===== src/rtl/rv32m_muldiv.sv =====
// rv32m_muldiv: iterative RISC-V M-extension unit (MUL/MULH/MULHSU/MULHU,
// DIV/DIVU/REM/REMU) that sits beside the EX-stage ALU.
//
// Ports:
//   clk     in   clock, all state changes on the rising edge
//   rst     in   synchronous active-high reset
//   start   in   issue request, accepted only while busy=0 and flush=0
//   flush   in   kills any in-flight operation, no done is produced
//   funct3  in   M-extension funct3, captured on an accepted start
//   ain     in   rs1 (multiplicand / dividend), captured on accept
//   bin     in   rs2 (multiplier / divisor), captured on accept
//   busy    out  high while iterating (W cycles)
//   done    out  one-cycle result-valid pulse
//   dout    out  result, holds the last value until the next done
//
// Multiplies use radix-2 shift-add on operand magnitudes; divides use a
// restoring divider on magnitudes. Signs are applied when the last
// iteration's result is registered into dout. Divide-by-zero and signed
// overflow bypass the iteration and complete in one cycle.
module rv32m_muldiv #(
    parameter int DATA_WIDTH = 32
) (
    input  logic                  clk,
    input  logic                  rst,
    input  logic                  start,
    input  logic                  flush,
    input  logic [2:0]            funct3,
    input  logic [DATA_WIDTH-1:0] ain,
    input  logic [DATA_WIDTH-1:0] bin,
    output logic                  busy,
    output logic                  done,
    output logic [DATA_WIDTH-1:0] dout
);

    localparam int W  = DATA_WIDTH;
    localparam int CW = $clog2(W) + 1;
    localparam logic [CW-1:0] CNT_LAST = CW'(W - 1);

    typedef enum logic [1:0] {
        S_IDLE = 2'd0,
        S_CALC = 2'd1,
        S_DONE = 2'd2
    } state_t;

    state_t          state_r;
    state_t          state_n_s;
    logic [CW-1:0]   cnt_r;
    logic            is_div_r;
    logic [1:0]      op_r;
    logic            neg_res_r;     // negate product / quotient
    logic            neg_rem_r;     // remainder follows dividend sign
    logic [W-1:0]    opnd_r;        // multiplicand or divisor magnitude
    logic [2*W-1:0]  acc_r;         // mul: {high, low/multiplier}; div: low = dividend/quotient
    logic [W-1:0]    rem_r;         // restored remainder, always < divisor
    logic            busy_r;
    logic            done_r;
    logic [W-1:0]    dout_r;

    logic            busy_n_s;
    logic            done_n_s;
    logic [W-1:0]    dout_n_s;
    logic            load_s;
    logic            step_s;

    // Operand decode for an incoming request
    logic            a_signed_s;
    logic            b_signed_s;
    logic            neg_a_s;
    logic            neg_b_s;
    logic [W-1:0]    mag_a_s;
    logic [W-1:0]    mag_b_s;
    logic            div0_s;
    logic            ovf_s;
    logic            fast_s;
    logic [W-1:0]    fast_val_s;

    // Iteration datapath
    logic [W:0]      mul_sum_s;
    logic [2*W-1:0]  mul_next_s;
    logic [W:0]      div_shift_s;   // W+1-bit partial remainder trial value
    logic            div_ge_s;
    logic [W-1:0]    div_diff_s;
    logic [W-1:0]    rem_next_s;
    logic [W-1:0]    quo_next_s;
    logic [2*W-1:0]  prod_fix_s;
    logic [W-1:0]    quo_fix_s;
    logic [W-1:0]    rem_fix_s;
    logic [W-1:0]    calc_res_s;

    assign busy = busy_r;
    assign done = done_r;
    assign dout = dout_r;

    // Decode operand signedness, magnitudes and the one-cycle special cases
    always_comb begin
        // rs1 is unsigned only for MULHU/DIVU/REMU
        a_signed_s = ~(funct3[0] & (funct3[1] | funct3[2]));
        // rs2 is unsigned for MULHSU/MULHU/DIVU/REMU
        b_signed_s = funct3[2] ? ~funct3[0] : ~funct3[1];
        neg_a_s    = a_signed_s & ain[W-1];
        neg_b_s    = b_signed_s & bin[W-1];
        mag_a_s    = neg_a_s ? ({W{1'b0}} - ain) : ain;
        mag_b_s    = neg_b_s ? ({W{1'b0}} - bin) : bin;
        div0_s     = funct3[2] & (bin == {W{1'b0}});
        ovf_s      = funct3[2] & ~funct3[0] &
                     (ain == {1'b1, {(W-1){1'b0}}}) & (bin == {W{1'b1}});
        fast_s     = div0_s | ovf_s;
        if (div0_s) begin
            fast_val_s = funct3[1] ? ain : {W{1'b1}};
        end else begin
            fast_val_s = funct3[1] ? {W{1'b0}} : ain;
        end
    end

    // One shift-add / restoring-divide iteration and sign correction
    always_comb begin
        mul_sum_s   = {1'b0, acc_r[2*W-1:W]} +
                      (acc_r[0] ? {1'b0, opnd_r} : {(W+1){1'b0}});
        mul_next_s  = {mul_sum_s, acc_r[W-1:1]};
        div_shift_s = {rem_r, acc_r[W-1]};
        div_ge_s    = (div_shift_s >= {1'b0, opnd_r});
        // When the trial succeeds the true difference is below the divisor,
        // so the low W bits are exact.
        div_diff_s  = div_shift_s[W-1:0] - opnd_r;
        rem_next_s  = div_ge_s ? div_diff_s : div_shift_s[W-1:0];
        quo_next_s  = {acc_r[W-2:0], div_ge_s};
        prod_fix_s  = neg_res_r ? ({(2*W){1'b0}} - mul_next_s) : mul_next_s;
        quo_fix_s   = neg_res_r ? ({W{1'b0}} - quo_next_s) : quo_next_s;
        rem_fix_s   = neg_rem_r ? ({W{1'b0}} - rem_next_s) : rem_next_s;
        case ({is_div_r, op_r})
            3'b000:  calc_res_s = prod_fix_s[W-1:0];
            3'b001:  calc_res_s = prod_fix_s[2*W-1:W];
            3'b010:  calc_res_s = prod_fix_s[2*W-1:W];
            3'b011:  calc_res_s = prod_fix_s[2*W-1:W];
            3'b100:  calc_res_s = quo_fix_s;
            3'b101:  calc_res_s = quo_fix_s;
            3'b110:  calc_res_s = rem_fix_s;
            3'b111:  calc_res_s = rem_fix_s;
            default: calc_res_s = {W{1'b0}};
        endcase
    end

    // Next-state and next-output logic; flush overrides everything
    always_comb begin
        state_n_s = state_r;
        busy_n_s  = 1'b0;
        done_n_s  = 1'b0;
        dout_n_s  = dout_r;
        load_s    = 1'b0;
        step_s    = 1'b0;
        if (flush) begin
            state_n_s = S_IDLE;
        end else begin
            case (state_r)
                S_IDLE, S_DONE: begin
                    if (start) begin
                        if (fast_s) begin
                            state_n_s = S_DONE;
                            done_n_s  = 1'b1;
                            dout_n_s  = fast_val_s;
                        end else begin
                            state_n_s = S_CALC;
                            busy_n_s  = 1'b1;
                            load_s    = 1'b1;
                        end
                    end else begin
                        state_n_s = S_IDLE;
                    end
                end
                S_CALC: begin
                    step_s = 1'b1;
                    if (cnt_r == CNT_LAST) begin
                        state_n_s = S_DONE;
                        done_n_s  = 1'b1;
                        dout_n_s  = calc_res_s;
                    end else begin
                        busy_n_s  = 1'b1;
                    end
                end
                default: begin
                    state_n_s = S_IDLE;
                end
            endcase
        end
    end

    // State register
    always_ff @(posedge clk) begin
        if (rst) begin
            state_r <= S_IDLE;
        end else begin
            state_r <= state_n_s;
        end
    end

    // Registered outputs
    always_ff @(posedge clk) begin
        if (rst) begin
            busy_r <= 1'b0;
            done_r <= 1'b0;
            dout_r <= {W{1'b0}};
        end else begin
            busy_r <= busy_n_s;
            done_r <= done_n_s;
            dout_r <= dout_n_s;
        end
    end

    // Operand latch, iteration counter and accumulators
    always_ff @(posedge clk) begin
        if (rst) begin
            cnt_r     <= {CW{1'b0}};
            is_div_r  <= 1'b0;
            op_r      <= 2'b00;
            neg_res_r <= 1'b0;
            neg_rem_r <= 1'b0;
            opnd_r    <= {W{1'b0}};
            acc_r     <= {(2*W){1'b0}};
            rem_r     <= {W{1'b0}};
        end else if (load_s) begin
            cnt_r     <= {CW{1'b0}};
            is_div_r  <= funct3[2];
            op_r      <= funct3[1:0];
            neg_res_r <= neg_a_s ^ neg_b_s;
            neg_rem_r <= neg_a_s;
            rem_r     <= {W{1'b0}};
            if (funct3[2]) begin
                opnd_r <= mag_b_s;
                acc_r  <= {{W{1'b0}}, mag_a_s};
            end else begin
                opnd_r <= mag_a_s;
                acc_r  <= {{W{1'b0}}, mag_b_s};
            end
        end else if (step_s) begin
            cnt_r <= cnt_r + {{(CW-1){1'b0}}, 1'b1};
            if (is_div_r) begin
                acc_r <= {acc_r[2*W-1:W], quo_next_s};
                rem_r <= rem_next_s;
            end else begin
                acc_r <= mul_next_s;
                rem_r <= rem_r;
            end
        end else begin
            cnt_r <= cnt_r;
            acc_r <= acc_r;
            rem_r <= rem_r;
        end
    end

endmodule

===== config.mk =====
export PLATFORM = sky130hd
export DESIGN_NAME = rv32m_muldiv
export DESIGN_NICKNAME = d
export VERILOG_FILES = /design/src/rtl/rv32m_muldiv.sv
export SDC_FILE = /design/constraint.sdc
export NUM_CORES = 1
export LEC_CHECK = 0
export ABC_CLOCK_PERIOD_IN_PS = 5700
export CORE_MARGIN = 2
export CORE_UTILIZATION = 35
export DETAILED_ROUTE_END_ITERATION = 10
export DONT_BUFFER_PORTS = 1
export PLACE_DENSITY_LB_ADDON = 0.1
export SYNTH_ARGS = -nofsm -noshare
export SYNTH_HDL_FRONTEND = slang
export SYNTH_SLANG_ARGS = --single-unit
export TNS_END_PERCENT = 30

===== constraint.sdc =====
create_clock -name clk -period 5.7 [get_ports clk]
set_clock_uncertainty 0.1 [all_clocks]
set_input_delay 0.57 -clock clk [delete_from_list [all_inputs] [get_ports clk]]
set_output_delay 0.57 -clock clk [all_outputs]
set_load 0.05 [all_outputs]

==> reports/qor.csv, run 1 <==
stage;metric;value;unit
critical_path;worstPathMaxFanout;12;
final_layout;drive_gt1_share;5.863;%
logic_synthesis;syn_inst;2599;
logic_synthesis;ys_seq_elements;175;
critical_path;cp.arrival;5.70;ns
power_and_ir_drop;p_comb_share;36.2;%
timing;slew-limit-headroom;9.886;%
placement;port_buffers;0;
critical_path;rrSetupSlack;0.28;ns
global_routing;grt_start_max_net_pins;131;
drt;wl_per_cell;26.78;um
final_layout;nNetsFinal;2621;
timing;setup_ws;0.2781;ns
power_and_ir_drop;swShare;40.81;%
power_and_ir_drop;powerDensity;207.6;nW/um2
placement;hpwl;66590;um
timing;finalSetupViolations;0;
placement;post-place-ws;0.2297;ns
global_routing;antenna_found_initial;2;
logic_synthesis;async_flop_share;0;%
floorplan;dieArea;53580;um2
drt;drc;0;
timing;finalCritPeriodShare;95.12;%
run;cap_violations;0;
drt;ant_nets;0;
logic_synthesis;synth_edf_count;0;
floorplan;die_w;231.5;um
floorplan;start_util;35.37;%
timing;fmax;184.4;MHz
global_routing;grt-ovfl-total;0;
final_layout;fillCellCount;5470;
clock_network;clock_latency;0.51;ns
critical_path;start_kind;flip-flop;
clock_network;cts_tree;yes;
drt;vias;19742;
clock_network;root_buffer;clkbuf_16;
logic_synthesis;synth.avg_cell_area;6.968;um2
critical_path;cp-startpoint;opnd_r[9];
final_layout;mostFrequentLayoutCell;nand2_1;
critical_path;worst-r2r-cell-count;19;
power_and_ir_drop;peakVddDrop;0.2606;mV
final_layout;final_cell_mix;nand2_1, nor2_1, a21oi_1;
drt;wl;84910;um
timing;timing.final.max_slew_violations;0;
logic_synthesis;synth_area;18110;um2
clock_network;path_clk_slew;0.07;ns
timing;hold_viol;0;
timing;holdWs;0.04525;ns
placement;globalplace.congestion;0.9984;
power_and_ir_drop;clkPwrFrac;30.8;%
clock_network;post-cts-setup-buffers;0;
global_routing;first_global_vias;18357;
drt;drt_iter0_drc;1865;
drt;drt-pass1-iter-count;6;
drt;vias_per_cell;6.226;
worst_hold_path;min_path_cells;1;
floorplan;io_pins;105;
critical_path;critPathKind;reg2reg;
global_routing;grt_usage;31.16;%
clock_network;clock_sinks;175;
status;status;finished clean;
logic_synthesis;yosysSeqAreaShare;19.34;%
worst_hold_path;hold_class;in2reg;
critical_path;endpoint_kind;flip-flop;
critical_path;r2r-start;opnd_r[9];
floorplan;rows;83;
power_and_ir_drop;power_frac_seq;33.1;%
logic_synthesis;ys_types;92;
logic_synthesis;syn_nets;2743;
power_and_ir_drop;p_total;0.004010;W
timing;tightest_slew;1.344;ns
critical_path;regToRegEndpoint;dout[30];
logic_synthesis;ys_warn_count;0;
floorplan;fp.dieH;231.5;um
worst_hold_path;min_from;rst;
global_routing;grt_pass1_wl;124200;um
power_and_ir_drop;p_int;0.002373;W
timing;rsz0062_at_grt;true;
critical_path;required;5.98;ns
logic_synthesis;synth_ff_type;dfxtp_1;
clock_network;clockBufferDepth;2;
clock_network;htree_levels;4;
worst_hold_path;holdPathEnd;dout[13];
final_layout;fin_util;37.72;%
power_and_ir_drop;leakage;6.989;nW
timing;final.min_clock_period;5.422;ns
clock_network;numCtsBuffers;17;
power_and_ir_drop;power_switching;0.001636;W
floorplan;core;51200;um2
final_layout;area_growth;6.618;%
kinds of logic after synthesis:
kind of cell | Yosys count | synth area share (%)
buffers and inverters | 283 | 6.024
flip-flops | 175 | 19.34
AND/OR/NAND/NOR | 956 | 24.97
multiplexers | 63 | 3.489
adder cells (fa/ha/maj) | 95 | 6.342
XOR/XNOR | 200 | 9.672
AO/OA/AOI/OAI | 827 | 30.16
layer usage:
layer / GRT usage [%] / vias to the layer above / routed length, um
li1: - / 9274 / -
met1: 41.96 / 9517 / 37520
met2: 47.05 / 813 / 36330
met3: 6.767 / 134 / 6914
met4: 14.76 / 4 / 4125
met5: 0 / - / 26
synth_stat cells, drive strengths merged, types with 30 or more instances:
cell type | count | area [um2]
a211oi | 75 | 568.0
a21o | 37 | 285.3
a21oi | 238 | 1191
a31oi | 32 | 215.2
buf | 30 | 141.4
clkbuf | 179 | 671.9
dfxtp | 175 | 3503
ha | 71 | 888.4
inv | 73 | 274.0
mux2i | 62 | 620.6
nand2 | 313 | 1177
nand3 | 59 | 295.3
nand4 | 31 | 200.2
nor2 | 267 | 1002
nor3 | 74 | 370.4
nor4 | 32 | 236.5
o211ai | 82 | 615.6
o21ai | 147 | 735.7
o31ai | 40 | 319.0
or3 | 47 | 294.0
xnor2 | 119 | 1042
xor2 | 81 | 709.4
metrics by stage:
step | instances | TNS, ns | instance area, um2
after floorplan | 2599 | 0 | 18110
after global placement | 3138 | 0 | 18710
after detailed placement | 3138 | 0 | 18710
after CTS | 3170 | 0 | 19280
after global routing | 3170 | -0.06092 | 19310
final | 3171 | 0 | 19310
critical path: stages, from the launching register on:
cell	delay, ns
dfxtp_1	0.33
inv_1	0.12
ha_1	0.47
nand4_1	0.19
nor3_1	0.35
o211ai_1	0.31
a2111o_1	0.47
nand2_2	0.15
buf_4	0.21
a21oi_1	0.11
inv_1	0.07
ha_1	0.16
inv_1	0.08
nor4_1	0.29
nand4_1	0.21
o41ai_2	0.34
o2111ai_2	0.39
o41ai_1	0.57
mux2i_1	0.26
a31oi_1	0.10
power by group through the flow:
stage | combinational [W] | clock (W) | sequential, W
global route | 0.00154 | 0.00130 | 0.00133
finish | 0.00145 | 0.00123 | 0.00133
global placement | 0.00141 | 0 | 0.00135
CTS | 0.00141 | 0.00126 | 0.00132
floorplan | 0.00101 | 0 | 0.00130
detailed placement | 0.00140 | 0 | 0.00135
worst max-delay path by stage:
stage               slack [ns]  cells past startpoint        to
finish                    0.28                     19  dout[30]
CTS                       0.18                     19  dout[30]
floorplan                 0.23                     23  dout[24]
global route             -0.06                     20  dout[24]
detailed placement        0.23                     20  dout[24]
global placement          0.23                     20  dout[24]
timing repair:
item	CTS	global route
resized for setup	0	5
endpoints found under the setup margin	0	9
hold buffers	0	0
cell type report:
class / count / area (um2) / share of cell area (%)
well taps: 680 / 850.8 / 4.406
diodes: 1 / 2.502 / 0.01296
multi-input cells: 2141 / 13590 / 70.40
flip-flops and latches: 175 / 3506 / 18.16
inverters: 74 / 277.8 / 1.438
clock buffers: 21 / 460.4 / 2.384
repair buffers: 68 / 510.5 / 2.644
clock inverters: 11 / 107.6 / 0.5572
state kept, by name (all words and copies together) (netlist names), 2 cells and up:
| signal | cells |
|---|---|
| acc_r | 64 |
| cnt_r | 6 |
| dout | 32 |
| op_r | 2 |
| opnd_r | 32 |
| rem_r | 32 |
| state_r | 2 |
Power figures use the tool's default switching activity.
==> run 2, diff against run 1 <==
--- a/config.mk
+++ b/config.mk
@@ -5,6 +5,7 @@
 export SDC_FILE = /design/constraint.sdc
 export NUM_CORES = 1
 export LEC_CHECK = 0
+export ABC_AREA = 1
 export ABC_CLOCK_PERIOD_IN_PS = 5700
 export CORE_MARGIN = 2
 export CORE_UTILIZATION = 35
==> reports/qor.csv, run 2 <==
stage;metric;value;unit;change
logic_synthesis;syn_nets;3601;;+31%
final_layout;drive_gt1_share;4.415;%;-1.4 points
floorplan;dieArea;56980;um2;+6.3%
floorplan;fp.dieH;238.7;um;+3.1%
placement;post-place-ws;0.8161;ns;+0.5864 ns
global_routing;antenna_found_initial;6;;+4
final_layout;regMostFlops;acc_r;;
timing;finalCritPeriodShare;86.85;%;-8.3 points
status;status;finished clean;;
placement;hpwl;78390;um;+18%
logic_synthesis;synthSimpleGateAreaFrac;40.39;%;+15 points
logic_synthesis;synth_mux_area_share;0.1038;%;-3.4 points
logic_synthesis;synth.most_common_cell;nand2_1;;
run;cap_violations;0;;unchanged
logic_synthesis;synth_edf_count;0;;unchanged
timing;final.min_clock_period;4.950;ns;-0.4716 ns
final_layout;fin_area;20400;um2;+5.6%
final_layout;largest_reg_flops;64;;unchanged
power_and_ir_drop;p_total;0.004607;W;+15%
clock_network;cts_tree;yes;;
drt;wl_per_cell;23.64;um;-12%
logic_synthesis;ys_types;60;;-35%
critical_path;start_kind;flip-flop;;
drt;vias;23069;;+17%
worst_hold_path;holdPathEnd;acc_r[47];;
timing;tns;0;ns;unchanged
clock_network;numCtsBuffers;17;;unchanged
worst_hold_path;min_from;rst;;
final_layout;final_cells;4081;;+29%
clock_network;clockBufferDepth;2;;unchanged
logic_synthesis;yosysTopAreaCellShare;19.31;%;-0.030 points
logic_synthesis;synth_top_area_cell;nand2_1;;
logic_synthesis;synth_top_family_by_area;simple AND/OR/NAND/NOR gates;;
floorplan;rows;86;;+3.6%
drt;ant_nets;0;;unchanged
final_layout;final_cell_mix;nand2_1, inv_1, nor2_1;;
global_routing;grt-ovfl-total;0;;unchanged
power_and_ir_drop;leakage;9.759;nW;+40%
logic_synthesis;async_flop_share;0;%;unchanged
timing;tightest_slew;1.124;ns;-0.2193 ns
logic_synthesis;synth_commonest_cells;nand2_1, inv_1, nor2_1, o21ai_0, nand3_1;;
final_layout;mostFrequentLayoutCell;nand2_1;;
critical_path;regToRegEndpoint;dout[12];;
logic_synthesis;ys_seq_elements;175;;unchanged
critical_path;critPathKind;reg2reg;;
logic_synthesis;synth_xor_area_share;4.361;%;-5.3 points
placement;place_area;19760;um2;+5.6%
timing;rsz0062_at_grt;false;;
power_and_ir_drop;powerDensity;225.8;nW/um2;+8.8%
placement;globalplace.congestion;1.032;;+3.4%
worst_hold_path;hold_class;in2reg;;
clock_network;post_cts_resized;0;;unchanged
global_routing;grt_usage;33.24;%;+2.1 points
clock_network;root_buffer;clkbuf_16;;
timing;setup_ws;0.7497;ns;+0.4716 ns
clock_network;clock_latency;0.50;ns;about the same
critical_path;worstPathMaxFanout;42;;+30
critical_path;r2r-start;opnd_r[8];;
logic_synthesis;synth-compound-area-share;19.89;%;-10 points
global_routing;grt_pass1_wl;138800;um;+12%
logic_synthesis;ys_warn_count;0;;unchanged
placement;port_buffers;0;;unchanged
timing;finalSetupViolations;0;;unchanged
final_layout;area_growth;5.815;%;
drt;vias_per_cell;5.653;;-9.2%
timing;fmax;202.0;MHz;+9.5%
worst_hold_path;min_path_cells;1;;unchanged
timing;timing.final.max_slew_violations;0;;unchanged
logic_synthesis;synth.avg_cell_area;5.577;um2;-20%
clock_network;htree_levels;4;;unchanged
floorplan;die_w;238.7;um;+3.1%
logic_synthesis;synth-adder-area-share;4.815;%;-1.5 points
placement;dp_cells;4047;;+29%
floorplan;io_pins;105;;unchanged
logic_synthesis;yosysSeqAreaShare;18.17;%;-1.2 points
critical_path;rrSetupSlack;0.75;ns;+0.47 ns
logic_synthesis;synth.area.top_cells;nand2_1, dfxtp_1, inv_1;;
drt;drt_iter0_drc;2928;;+57%
drt;wl;96460;um;+14%
power_and_ir_drop;peakVddDrop;0.2529;mV;-3.0%
drt;drc;0;;unchanged
drt;drt-pass1-iter-count;9;;+3
global_routing;grt_start_max_net_pins;84;;-36%
clock_network;path_clk_slew;0.09;ns;+0.02 ns
timing;hold_viol;0;;unchanged
logic_synthesis;syn_inst;3457;;+33%
clock_network;post-cts-setup-buffers;0;;unchanged
floorplan;core;54770;um2;+7.0%
logic_synthesis;synth_ff_type;dfxtp_1;;
clock_network;cts_hold_buf;0;;unchanged
critical_path;endpoint_kind;flip-flop;;
logic_synthesis;synth_area;19280;um2;+6.5%
clock_network;clock_sinks;175;;unchanged
critical_path;cp.arrival;5.21;ns;-0.49 ns
floorplan;start_util;35.20;%;-0.17 points
global_routing;first_global_vias;20778;;+13%
critical_path;required;5.96;ns;-0.02 ns
critical_path;worst-r2r-cell-count;24;;+5
timing;slew-limit-headroom;24.54;%;+15 points
final_layout;nNetsFinal;3506;;+34%
==> run 2: changes by cell type after synthesis, sizes merged, moves of 60 or more <==
cell    before   now
inv         73   456
mux2i       62     2
o21ai      147   274
a211oi      75    13
nand2      313  1022
nand3       59   264
nor2       267   394
xnor2      119    25
clkbuf     179   111
==> run 2: per-layer routing <==
layer  vias to the layer above  track usage (%)  wire length (um)
met4                         6            14.30              4480
li1                      11084                -                 -
met1                     10785            44.73             42190
met5                         -                0                43
met3                       184            7.194              8135
met2                      1010            51.00             41610
==> run 2: power breakdown <==
part	total, W	switching, W	internal, W
Sequential	0.00133	0.0000731	0.00126
Combinational	0.00189	0.00139	0.000507
Clock	0.00138	0.000627	0.000754
Total	0.00461	0.00208	0.00252
==> run 2: cell type report <==
cell class	instances	area (um2)
fill	6204	34370
multi-input combinational	2678	13420
sequential	175	3505
inverter	461	1730
tap	704	880.8
clock buffer	18	439.2
timing repair buffer	29	217.7
clock inverter	14	201.4
antenna	2	5.005
==> run 2: worst max-delay path by stage <==
stage | slack (ns) | end | start | depth (start not counted)
finish | 0.75 | dout[12] | opnd_r[8] | 24
detailed placement | 0.82 | dout[12] | opnd_r[8] | 24
floorplan | 2.27 | dout[31] | acc_r[0] | 27
global placement | 0.85 | dout[12] | opnd_r[8] | 24
global route | 0.46 | dout[12] | opnd_r[8] | 24
CTS | 0.80 | dout[12] | opnd_r[8] | 24
==> run 2: critical path, cell delays in order (launching register included) <==
cell     delay [ns]
dfxtp_1        0.34
inv_1          0.15
ha_1           0.43
nand2_2        0.11
nor2_1         0.27
nand3_1        0.14
nand3_2        0.15
nand2_2        0.08
nand2_4        0.07
nand3_4        0.30
nand2_8        0.41
nand2_2        0.11
o21ai_4        0.11
ha_1           0.23
nand3_1        0.10
inv_1          0.07
nand2_1        0.09
nor2_4         0.21
nand2_1        0.13
nand2_1        0.16
nand2_1        0.07
nand3_1        0.21
nand3_1        0.12
o21ai_0        0.48
a21oi_1        0.14
==> run 2: metrics by stage <==
step	utilization, %	hold WS [ns]
2_1_floorplan	-	0.3488
3_5_place_dp	36.07	0.3572
4_1_cts	37.24	0.008108
5_1_grt	37.24	0.006706
3_3_place_gp	36.07	0.3519
6_report	37.25	0.03516
==> run 2: cells by family after synthesis <==
logic type / Yosys count
XOR/XNOR: 96
buffers and inverters: 604
AND/OR/NAND/NOR: 1828
multiplexers: 2
adder cells (fa/ha/maj): 73
AO/OA/AOI/OAI: 679
flip-flops: 175
